`src/rtl/dpe_row_sequencer.sv`:
```
// Row sequencer for the dot-product engine: loads x, feeds 32 weights per row, starts, collects y.
// Latency: x/weight accept to BRAM write/eng_en 1 cycle; eng_done to y_valid 1 cycle.
// Backpressure: y_valid holds until y_ready; inputs accepted only in their state. Watchdog: DPE_SEQ_TIMEOUT_EN.
module dpe_row_sequencer #(
  parameter int N_BANKS     = 64,
  parameter int W_PER_ROW   = 32,
  parameter int ROW_W       = 8,
  parameter int TIMEOUT_CYC = 1024
) (
  input  logic               clk,
  input  logic               rstn,
  input  logic               cmd_valid,
  output logic               cmd_ready,
  input  logic [ROW_W-1:0]   cmd_rows,
  input  logic [2:0]         cmd_dtype,
  input  logic               cmd_load_x,
  input  logic               x_in_valid,
  output logic               x_in_ready,
  input  logic [31:0]        x_in_data,
  input  logic               w_in_valid,
  output logic               w_in_ready,
  input  logic [15:0]        w_in_data,
  output logic               eng_en,
  output logic [15:0]        eng_weight,
  output logic [2:0]         eng_dtype,
  output logic               eng_start,
  output logic [3:0]         eng_x_wr_addr,
  output logic [31:0]        eng_x_wr_data,
  output logic [N_BANKS-1:0] eng_x_wr_en,
  input  logic [31:0]        eng_y,
  input  logic               eng_done,
  output logic               y_valid,
  input  logic               y_ready,
  output logic [31:0]        y_data,
  output logic [ROW_W-1:0]   y_row,
  output logic               busy,
  output logic               cmd_done,
  output logic               err_timeout
);

  localparam int KW = $clog2(N_BANKS);
  localparam int WW = $clog2(W_PER_ROW);
  localparam logic [N_BANKS-1:0] BANK0 = {{(N_BANKS-1){1'b0}}, 1'b1};

  typedef enum logic [2:0] {IDLE, LOAD_X, FEED_W, START, WAIT_DONE, EMIT} state_t;

  state_t           state;
  logic [KW-1:0]    k_cnt;
  logic [WW-1:0]    w_cnt;
  logic [ROW_W-1:0] rows;
  logic [ROW_W-1:0] row_idx;

`ifdef DPE_SEQ_TIMEOUT_EN
  localparam int TW = $clog2(TIMEOUT_CYC) + 1;
  logic [TW-1:0] t_cnt;
`else
  assign err_timeout = 1'b0;
`endif

  // The x BRAM is one element per bank, so only address 0 is ever written.
  assign eng_x_wr_addr = 4'd0;

  always_ff @(posedge clk or negedge rstn) begin
    if (!rstn) begin
      state         <= IDLE;
      k_cnt         <= '0;
      w_cnt         <= '0;
      rows          <= '0;
      row_idx       <= '0;
      cmd_ready     <= 1'b0;
      x_in_ready    <= 1'b0;
      w_in_ready    <= 1'b0;
      eng_en        <= 1'b0;
      eng_weight    <= '0;
      eng_dtype     <= '0;
      eng_start     <= 1'b0;
      eng_x_wr_data <= '0;
      eng_x_wr_en   <= '0;
      y_valid       <= 1'b0;
      y_data        <= '0;
      y_row         <= '0;
      busy          <= 1'b0;
      cmd_done      <= 1'b0;
`ifdef DPE_SEQ_TIMEOUT_EN
      t_cnt         <= '0;
      err_timeout   <= 1'b0;
`endif
    end else begin
      eng_x_wr_en <= '0;
      eng_en      <= 1'b0;
      eng_start   <= 1'b0;
      cmd_done    <= 1'b0;
      case (state)
        IDLE: begin
          cmd_ready <= 1'b1;
          if (cmd_ready && cmd_valid) begin
            rows      <= cmd_rows;
            eng_dtype <= cmd_dtype;
            k_cnt     <= '0;
            w_cnt     <= '0;
            row_idx   <= '0;
`ifdef DPE_SEQ_TIMEOUT_EN
            err_timeout <= 1'b0;
`endif
            if (cmd_load_x) begin
              cmd_ready  <= 1'b0;
              busy       <= 1'b1;
              x_in_ready <= 1'b1;
              state      <= LOAD_X;
            end else if (cmd_rows != '0) begin
              cmd_ready  <= 1'b0;
              busy       <= 1'b1;
              w_in_ready <= 1'b1;
              state      <= FEED_W;
            end else begin
              cmd_done   <= 1'b1;
            end
          end
        end
        LOAD_X: begin
          if (x_in_valid) begin
            eng_x_wr_en   <= BANK0 << k_cnt;
            eng_x_wr_data <= x_in_data;
            k_cnt         <= k_cnt + 1'b1;
            if (k_cnt == KW'(N_BANKS - 1)) begin
              x_in_ready <= 1'b0;
              if (rows == '0) begin
                cmd_done  <= 1'b1;
                cmd_ready <= 1'b1;
                busy      <= 1'b0;
                state     <= IDLE;
              end else begin
                w_in_ready <= 1'b1;
                state      <= FEED_W;
              end
            end
          end
        end
        FEED_W: begin
          if (w_in_valid) begin
            eng_weight <= w_in_data;
            eng_en     <= 1'b1;
            w_cnt      <= w_cnt + 1'b1;
            if (w_cnt == WW'(W_PER_ROW - 1)) begin
              w_cnt      <= '0;
              w_in_ready <= 1'b0;
              state      <= START;
            end
          end
        end
        START: begin
          eng_start <= 1'b1;
          state     <= WAIT_DONE;
`ifdef DPE_SEQ_TIMEOUT_EN
          t_cnt     <= '0;
`endif
        end
        WAIT_DONE: begin
          // A done coincident with our own start pulse belongs to a previous operation.
          if (eng_done && !eng_start) begin
            y_data  <= eng_y;
            y_row   <= row_idx;
            y_valid <= 1'b1;
            state   <= EMIT;
          end
`ifdef DPE_SEQ_TIMEOUT_EN
          else if (t_cnt == TW'(TIMEOUT_CYC - 1)) begin
            err_timeout <= 1'b1;
            cmd_done    <= 1'b1;
            cmd_ready   <= 1'b1;
            busy        <= 1'b0;
            state       <= IDLE;
          end else begin
            t_cnt <= t_cnt + 1'b1;
          end
`endif
        end
        EMIT: begin
          if (y_ready) begin
            y_valid <= 1'b0;
            if (row_idx != rows - 1'b1) begin
              row_idx    <= row_idx + 1'b1;
              w_in_ready <= 1'b1;
              state      <= FEED_W;
            end else begin
              cmd_done  <= 1'b1;
              cmd_ready <= 1'b1;
              busy      <= 1'b0;
              state     <= IDLE;
            end
          end
        end
        default: state <= IDLE;
      endcase
    end
  end

endmodule

```
`config.mk`:
```
export PLATFORM = sky130hd
export DESIGN_NAME = dpe_row_sequencer
export DESIGN_NICKNAME = d
export VERILOG_FILES = /design/src/rtl/dpe_row_sequencer.sv
export SDC_FILE = /design/constraint.sdc
export NUM_CORES = 1
export LEC_CHECK = 0
export BUFFER_PORTS_ARGS = -buffer_cell sky130_fd_sc_hd__buf_4
export CAP_MARGIN = 20
export CORE_UTILIZATION = 52
export CTS_BUF_LIST = sky130_fd_sc_hd__clkbuf_4
export DETAILED_ROUTE_END_ITERATION = 16
export GPL_ROUTABILITY_DRIVEN = 0
export HOLD_SLACK_MARGIN = 0.02
export PLACE_DENSITY = 0.81
export SLEW_MARGIN = 20
export SYNTH_ARGS = -nofsm -noshare
export SYNTH_HDL_FRONTEND = slang
export SYNTH_SLANG_ARGS = --single-unit
```
`constraint.sdc`:
```
create_clock -name clk -period 3.4 [get_ports clk]
set_input_delay 0.34 -clock clk [delete_from_list [all_inputs] [get_ports clk]]
set_output_delay 0.34 -clock clk [all_outputs]
set_load 0.01 [all_outputs]
```
==> results.md, run 1 <==
- Max VDD drop: 0.491 mV
- CTS H-tree lvls: 4
- Vias in the first global route: 6,112
- Clk Latency, worst-skew pair: 590 ps
- Grt ovf: 0
- R2R cell count: 8
- WHS: 144 ps
- Post-synth EDFFs: 0
- R2r startpoint: rows[0]$_DFFE_PN0P_
- Finish-stage setup viols: 0
- Clock skew: 23.5 ps
- Share of layout cells above drive strength 1: 36.6%
- Largest net degree at the start of global routing: 92
- Post-placement cell count: 1,079
- Root buf cell: clkbuf_4
- Via density: 5.21
- I/O pins: 267
- Maximum clock path buffer count: 2
- First-pass GRT wire length: 32,300 um
- WL/cell: 17.2 um
- Final Cell Area: 0.0109 mm2
- Hold/Removal Path Class: in -> reg
- Placed standard-cell area: 0.00970 mm2
- Cell Area, Synth: 0.00757 mm2
- Worst Tran Pin Value: 722 ps
- Relative max-transition margin: 51.8%
- Final Hold Fails: 0
- Die Area: 0.0151 mm2
- DRC: 0
- Asr flop ratio synth: 100%
- Nets: 1,120
- #FFs+latches synth: 193
- Initial antenna violation count: 1
- Max_cap viols: 0
- Library cells used by synthesis: 51
- Period minus WS final: 2850 ps
- Crit Reg-Reg Endpoint: w_in_ready$_DFFE_PN0P_
- CP required: 3880 ps
- Starting density of the core: 53.9%
- Area growth from synthesis to layout: 43.8%
- Die H: 123 um
- Die Wd: 123 um
- PwrDens: 688 mW/mm2
- Total track usage: 28.7%
- Post-route total power: 7.49 mW
- Status: finished clean
- IO Port Bufs: 261
- Gate Count Post-Synth: 658
- Floorplan row count: 43
- Post-layout util: 77.6%
- Initial DRC count: 413
- Flop-to-flop setup slack: 550 ps
- Post_cts resized: 0
- CTS Sinks: 193
- Place WS: 597 ps
- TritonCTS clock tree: done
- Total CTS buffers: 17
- Leak pwr: 5.47 nW
- Final worst-path cycle share: 83.7%
- Routed vias: 6,278
- Critical path fanouts, max: 16
- CP endpoint kind: register
- RSZ-0062 raised after global routing: no
- Worst-path clk slew: 160 ps
- Top_reg_cell synth: dfrtp_1
- Critical Path AT: 3330 ps
- First-pass iteration count of the detailed router: 5
- Setup CP Type: reg -> reg
- Setup crit start: rows[0]$_DFFE_PN0P_
- DRT antenna net count: 0
- Finished Layout Cells: 1,204
- Setup crit start kind: register
- Final worst slack: 555 ps
- Fmax: 351 MHz
- Core Box Area: 0.0140 mm2
- Max Slew Vio Count: 0
- Critical Path Sink: w_in_ready$_DFFE_PN0P_
- DRT Wirelength: 20,700 um
- Register area share after synthesis: 63.8%
- Avg Cell Area, Syn: 11.5 um2
- Yosys warnings: 0
- DP HPWL: 12,800 um
- Fin Setup TNS: 0 ps
## cells in the final DEF, fill, tap and decap left out, types with 4 or more instances in the layout
| master | synthesis | routed |
|---|---|---|
| nand4_1 | 9 | 9 |
| nand3_1 | 13 | 13 |
| nor2b_1 | 4 | 4 |
| conb_1 | 1 | 5 |
| clkinv_4 | 0 | 5 |
| nand2_1 | 138 | 138 |
| xnor2_1 | 9 | 9 |
| o211ai_1 | 4 | 4 |
| clkbuf_4 | 0 | 17 |
| nor2_1 | 82 | 82 |
| nor3_1 | 4 | 4 |
| nor4_1 | 4 | 4 |
| o21ai_0 | 15 | 15 |
| o31ai_1 | 8 | 8 |
| buf_4 | 5 | 266 |
| or4_2 | 4 | 4 |
| inv_1 | 11 | 11 |
| dfrtp_1 | 193 | 193 |
| ha_1 | 10 | 10 |
| a21oi_1 | 13 | 13 |
| a22o_1 | 4 | 4 |
| dlygate4sd3_1 | 0 | 93 |
| mux2_2 | 62 | 62 |
## critical path, cell delays in order, from the launching register on
cell and delay, ps:
dfrtp_1 460, inv_1 90, ha_1 180, or4b_4 470, or3_1 380, a2111oi_2 390, o211a_4 330, a211oi_1 140
mux2_2 290
## layer usage
| layer | vias to the layer above | global-route usage (%) | routed length [um] |
|---|---|---|---|
| met5 | - | 0 | 0 |
| met4 | 0 | 10.7 | 534 |
| met3 | 39 | 7.11 | 1440 |
| met2 | 265 | 49.0 | 10700 |
| met1 | 3068 | 35.3 | 8020 |
| li1 | 2906 | - | - |
## synthesized netlist by cell type (2+ instances only)
cell type  number  area, um2
buf_4           5       37.5
xnor2_1         9       78.8
o211ai_1        4       30.0
nand2_1       138        518
inv_1          11       41.3
nor2_1         82        308
clkbuf_1       23       86.3
a21oi_1        13       65.1
mux2i_1         2       20.0
nand3_1        13       65.1
a21o_1          2       15.0
nand2b_1        2       12.5
and2_1          3       18.8
a22o_1          4       35.0
nor2b_1         4       25.0
mux2_2         62        698
nand4_1         9       56.3
buf_1           2       7.51
or4_2           4       35.0
and3_1          4       25.0
o31ai_1         8       60.1
nor4_1          4       25.0
nor3_1          4       20.0
or3_1           3       18.8
dfrtp_1       193       4830
ha_1           10        125
xor2_1          2       17.5
o21ai_0        15       75.1
## logic make-up after synthesis
group	count (synthesis)	share of synthesized area, %
other	1	0.0495
AOI/OAI and AO/OA	57	5.20
adders and majority gates	10	1.65
buffers and inverters	43	2.53
DFF	193	63.8
and+or+nand+nor	278	15.8
muxes	65	9.68
xor gates and xnor gates	11	1.27
## power by group
part	leakage, nW	switching (mW)	total, mW	internal (mW)
Clock	0.137	0.840	1.15	0.312
Combinational	2.82	1.42	2.89	1.46
Sequential	2.51	0.529	3.45	2.92
## state kept, by name, indices dropped and copies added (netlist names), 3 cells and up
register,flops
eng_dtype,3
eng_weight,16
eng_x_wr_data,32
eng_x_wr_en,64
k_cnt,6
row_idx,8
rows,8
state,3
w_cnt,5
y_data,32
y_row,8
## what timing repair did
| action | in CTS | in global routing |
|---|---|---|
| endpoints found under the hold margin | 181 | 0 |
| buffers inserted | 0 | 0 |
| hold buffers | 93 | 0 |
## area by class of cell
cell class | count | area [um2]
multi-input cells | 426 | 2570
inverters | 12 | 45.0
clock buffers | 17 | 128
well taps | 180 | 225
fillers | 862 | 3150
repair buffers | 361 | 2960
clock inverters | 14 | 131
flip-flops and latches | 193 | 4830
diodes | 1 | 2.50
## worst min-delay path by stage
stage                     startpoint                     end  slack [ps]  depth (start not counted)
after floorplan                 rstn        busy$_DFFE_PN0P_          40                          0
after global placement          rstn  y_data[31]$_DFFE_PN0P_         440                          1
after detailed placement        rstn  y_data[31]$_DFFE_PN0P_         440                          1
after CTS                 w_in_valid    w_cnt[0]$_DFFE_PN0P_         100                          3
after global routing      w_in_valid    w_cnt[0]$_DFFE_PN0P_         150                          3
final                     w_in_valid    w_cnt[0]$_DFFE_PN0P_         140                          3
Power figures use the tool's default switching activity.
==> run 2, diff against run 1 <==
Clock period 3.4 ns to 2.8 ns, I/O delays scaled along.
==> run 2 against run 1 <==
The flow now finishes with violations (negative setup slack). Critical path depth unchanged. Clock skew down 3.3 ps. Cell area up 1.5%. Worst setup slack worse by 570 ps. First-iteration DRC count down 3.1%.
==> results.md, run 2 (synthesis results as in run 1) <==
- Initial DRC count: 400
- Nets: 1,132
- Setup CP Type: reg -> reg
- IO Port Bufs: 261
- Setup crit start kind: register
- Clk Latency, worst-skew pair: 580 ps
- CP endpoint kind: register
- Critical Path, Cell by Cell: buf_4 -> or4_4 -> o211ai_1 -> o211ai_1 -> o211a_4 -> buf_4 -> or4_2 -> a21oi_1
- Die H: 123 um
- I/O pins: 267
- Vias in the first global route: 6,593
- Max VDD drop: 0.566 mV
- Die Wd: 123 um
- Leak pwr: 5.56 nW
- DP HPWL: 13,300 um
- Critical path fanouts, max: 6
- Initial antenna violation count: 1
- Layout fillers: 855
- Slowest CP cell: or4_2
- TritonCTS clock tree: done
- Relative max-transition margin: 58.1%
- Via density: 5.27
- Cell family with most CP delay: simple AND/OR/NAND/NOR gates
- Final worst slack: -11.5 ps
- Maximum clock path buffer count: 2
- Final Hold Fails: 0
- Share of layout cells above drive strength 1: 37.8%
- Biggest register: eng_x_wr_en
- First-pass GRT wire length: 32,900 um
- Period minus WS final: 2810 ps
- Post-layout util: 78.7%
- Commonest cells after routing, fill and taps aside: 277 x buf_4, 193 x dfrtp_1, 138 x nand2_1, 93 x dlygate4sd3_1, 82 x nor2_1
- Commonest non-fill, non-tap cell in the layout: buf_4
- Die Area: 0.0151 mm2
- Final Cell Area: 0.0111 mm2
- Area growth from synthesis to layout: 46.0%
- Core Box Area: 0.0140 mm2
- DRC: 0
- CTS H-tree lvls: 4
- DRT antenna net count: 0
- Fmax: 356 MHz
- CP required: 3290 ps
- Max stage delay on crit path: 660 ps
- Post-route total power: 9.38 mW
- RSZ-0062 raised after global routing: yes
- Finish-stage setup viols: 1
- Grt ovf: 0
- CTS Sinks: 193
- Status: finished with violations
- Worst Tran Pin Value: 629 ps
- PwrDens: 849 mW/mm2
- Final worst-path cycle share: 100%
- Placed standard-cell area: 0.00976 mm2
- Clock skew: 20.3 ps
- Hold/Removal Path Class: in -> reg
- Floorplan row count: 43
- Failing checks: negative setup slack
- WL/cell: 17.6 um
- Root buf cell: clkbuf_4
- Starting density of the core: 53.9%
- Critical Path AT: 3310 ps
- Max_cap viols: 0
- Largest regs: eng_x_wr_en x64, eng_x_wr_data x32, y_data x32
- Routed vias: 6,404
- CP bufs+invs: 2
- Max Slew Vio Count: 0
- Max FFs per register: 64
- DRT Wirelength: 21,400 um
- Largest net degree at the start of global routing: 78
- Total CTS buffers: 17
- Total track usage: 29.2%
- Worst-path clk slew: 160 ps
- First-pass iteration count of the detailed router: 5
==> run 2: cell count changes in the layout (fill, tap and decap cells not counted), sizes merged <==
cell,change
buf,+11
bufinv,+1
clkinv,-2
clkinvlp,-1
inv,+2
o211a,+1
==> run 2: per-stage QoR <==
stage                     TNS, ps  setup slack, ps  hold slack [ps]  instances
final                       -11.5            -11.5              117       1216
after global routing        -49.5            -30.7              119       1216
after CTS                       0             22.7             54.8       1211
after detailed placement        0             55.7              340       1087
after global placement          0              118              348       1087
after floorplan                 0              130            -15.6        662
==> run 2: worst paths after layout <==
kind	slack, ps	cells after the start	start	endpoint
worst max-delay path	-10	8	rows[0]$_DFFE_PN0P_	row_idx[4]$_DFFE_PN0P_
worst min-delay path	120	3	w_in_valid	w_cnt[0]$_DFFE_PN0P_
worst max register to register	-10	8	rows[0]$_DFFE_PN0P_	row_idx[4]$_DFFE_PN0P_
worst min register to register	500	2	eng_dtype[0]$_DFFE_PN0P_	eng_dtype[0]$_DFFE_PN0P_
max in group asynchronous	1700	3	rstn	k_cnt[0]$_DFFE_PN0P_
min in group asynchronous	270	2	rstn	eng_x_wr_en[56]$_DFF_PN0_
==> run 2: tightest hold or removal path: stages <==
cell and delay, ps:
buf_4 130, nor2_1 160, o41ai_1 90
==> run 2: layout make-up <==
cell class	instances	area, um2	share of cell area [%]
multi-input cells	427	2610	23.6
well taps	180	225	2.04
inverters	12	45.0	0.407
clock inverters	14	173	1.56
clock buffers	17	128	1.15
diodes	1	2.50	0.0226
flip-flops and latches	193	4830	43.7
repair buffers	372	3040	27.5
==> run 2: metal layers <==
| layer | wire [um] | global-route usage (%) |
|---|---|---|
| met5 | 0 | 0 |
| met4 | 791 | 15.4 |
| met3 | 1580 | 6.97 |
| met2 | 11000 | 50.4 |
| met1 | 7960 | 33.6 |
==> run 2: timing repair <==
action / 4_1_cts / 5_1_grt
pin swaps: 0 / 4
hold endpoints to repair: 166 / 0
resized for setup: 1 / 6
endpoints found under the setup margin: 2 / 8
buffers inserted: 0 / 3
hold buffers: 93 / 0
cloned: 0 / 1
==> run 2: report_power, final <==
| group | switching [mW] | total [mW] | internal, mW | leakage, nW |
|---|---|---|---|---|
| Combinational | 1.85 | 3.70 | 1.85 | 2.88 |
| Sequential | 0.610 | 4.16 | 3.55 | 2.51 |
| Clock | 1.04 | 1.52 | 0.487 | 0.161 |
| Total | 3.49 | 9.38 | 5.89 | 5.56 |
==> run 3, diff against run 2 <==
Settings changed: CORE_UTILIZATION 52 to 45, PLACE_DENSITY 0.81 to 0.71.
Clock period 2.8 ns to 3.2 ns, I/O delays scaled along.
==> run 3 against run 2 <==
The flow now finishes without violations. Sequential share of layout area is 0.074 points higher. Register-to-register slack better by 360 ps. Sequential power decreased by 13%. Count of clock-buffer cells in the layout did not move. Hold slack got worse by 3.9 ps. Total power decreased by 14%. First-iteration DRC count down 24%. Largest power group unchanged. Via count shrank 3.6%. Clock power shrank 9%. Critical endpoint is now w_in_ready$_DFFE_PN0P_. Worst setup slack better by 360 ps. Highest routed layer unchanged. Flip-flop and latch count did not move.
==> results.md, run 3 (synthesis results as in run 1) <==
- Root buf cell: clkbuf_4
- DP HPWL: 12,400 um
- Clock skew: 19.0 ps
- Initial antenna violation count: 1
- Biggest register: eng_x_wr_en
- Post-route total power: 8.03 mW
- Hold/Removal Path Class: in -> reg
- Starting density of the core: 45.8%
- DRT Wirelength: 19,500 um
- Share of layout cells above drive strength 1: 36.7%
- Period minus WS final: 2850 ps
- Placed standard-cell area: 0.00978 mm2
- Die Area: 0.0174 mm2
- Nets: 1,122
- Final Hold Fails: 0
- Final worst-path cycle share: 89.0%
- Initial DRC count: 303
- Core Box Area: 0.0165 mm2
- R2r startpoint: rows[0]$_DFFE_PN0P_
- Post-layout util: 66.8%
- Largest net degree at the start of global routing: 98
- Die H: 132 um
- Floorplan row count: 47
- Critical Path AT: 3350 ps
- Critical path fanouts, max: 16
- Total CTS buffers: 17
- Finish-stage setup viols: 0
- Vias in the first global route: 6,230
- Via density: 4.95
- Max Slew Vio Count: 0
- Status: finished clean
- Setup crit start: rows[0]$_DFFE_PN0P_
- Final worst slack: 351 ps
- Area growth from synthesis to layout: 45.7%
- Worst Tran Pin Value: 771 ps
- Largest regs: eng_x_wr_en x64, eng_x_wr_data x32, y_data x32
- Setup CP Type: reg -> reg
- Die Wd: 132 um
- Total track usage: 23.2%
- DRT antenna net count: 0
- WL/cell: 15.7 um
- I/O pins: 267
- Setup crit start kind: register
- R2R cell count: 8
- Leak pwr: 5.52 nW
- DRC: 0
- PwrDens: 728 mW/mm2
- TritonCTS clock tree: done
- Fmax: 351 MHz
- Max_cap viols: 0
- CTS Sinks: 193
- Commonest non-fill, non-tap cell in the layout: buf_4
- IO Port Bufs: 261
- CP required: 3700 ps
- Post_cts resized: 0
- Routed vias: 6,172
- RSZ-0062 raised after global routing: no
- Finished Layout Cells: 1,247
- CP endpoint kind: register
- Post-placement cell count: 1,121
- Hold depth: 3
- Clk Latency, worst-skew pair: 580 ps
- Maximum clock path buffer count: 2
- Relative max-transition margin: 48.6%
- Commonest cells after routing, fill and taps aside: 267 x buf_4, 193 x dfrtp_1, 138 x nand2_1, 93 x dlygate4sd3_1, 82 x nor2_1
- Hold path startpoint: w_in_valid
- Final Cell Area: 0.0110 mm2
- Fin Setup TNS: 0 ps
- Grt ovf: 0
- First-pass GRT wire length: 31,600 um
- WHS: 113 ps
- Worst-path clk slew: 180 ps
- Max FFs per register: 64
- Max VDD drop: 0.427 mV
- Place WS: 352 ps
- CTS H-tree lvls: 4
- First-pass iteration count of the detailed router: 4
==> run 3: path summary, 6_finish.rpt <==
check	end	slack, ps
min reg2reg	eng_x_wr_data[1]$_DFFE_PN0P_	500
max	w_in_ready$_DFFE_PN0P_	350
max reg2reg	w_in_ready$_DFFE_PN0P_	350
min	w_cnt[0]$_DFFE_PN0P_	110
min in group asynchronous	rows[7]$_DFFE_PN0P_	370
max in group asynchronous	eng_x_wr_en[44]$_DFF_PN0_	2050
==> run 3: critical path: stages, from the launching register on <==
cell       delay, ps
dfrtp_1          460
inv_1            100
ha_1             190
or4b_4           470
or3_1            380
a2111oi_2        410
o211a_4          330
a211oi_1         130
mux2_2           300
==> run 3: per-layer routing <==
| metal | vias up | GRT usage [%] | wire (um) |
|---|---|---|---|
| li1 | 2909 | - | - |
| met1 | 2984 | 28.3 | 7980 |
| met2 | 241 | 39.7 | 9810 |
| met3 | 38 | 5.77 | 1230 |
| met4 | 0 | 9.43 | 500 |
| met5 | - | 0 | 0 |
==> run 3: report_power, final <==
| group | internal (mW) | leakage [nW] | total, mW | switching [mW] |
|---|---|---|---|---|
| clock | 0.393 | 0.170 | 1.38 | 0.990 |
| sequential | 3.11 | 2.51 | 3.63 | 0.523 |
| combinational | 1.56 | 2.84 | 3.02 | 1.46 |
| total | 5.06 | 5.52 | 8.03 | 2.98 |
==> run 3: what timing repair did <==
item                                   CTS  global route
setup buffers                            0             0
endpoints found under the hold margin  187             0
hold buffers                            93             0
==> run 3: final cells by class <==
class                           instances  area [um2]
Antenna cell                            1        2.50
Clock buffer                           17         128
Clock inverter                         15         199
Fill cell                            1227        5490
Tap cell                              220         275
Multi-Input combinational cell        426        2570
Inverter                               12        45.0
Timing Repair Buffer                  363        2990
Sequential cell                       193        4830
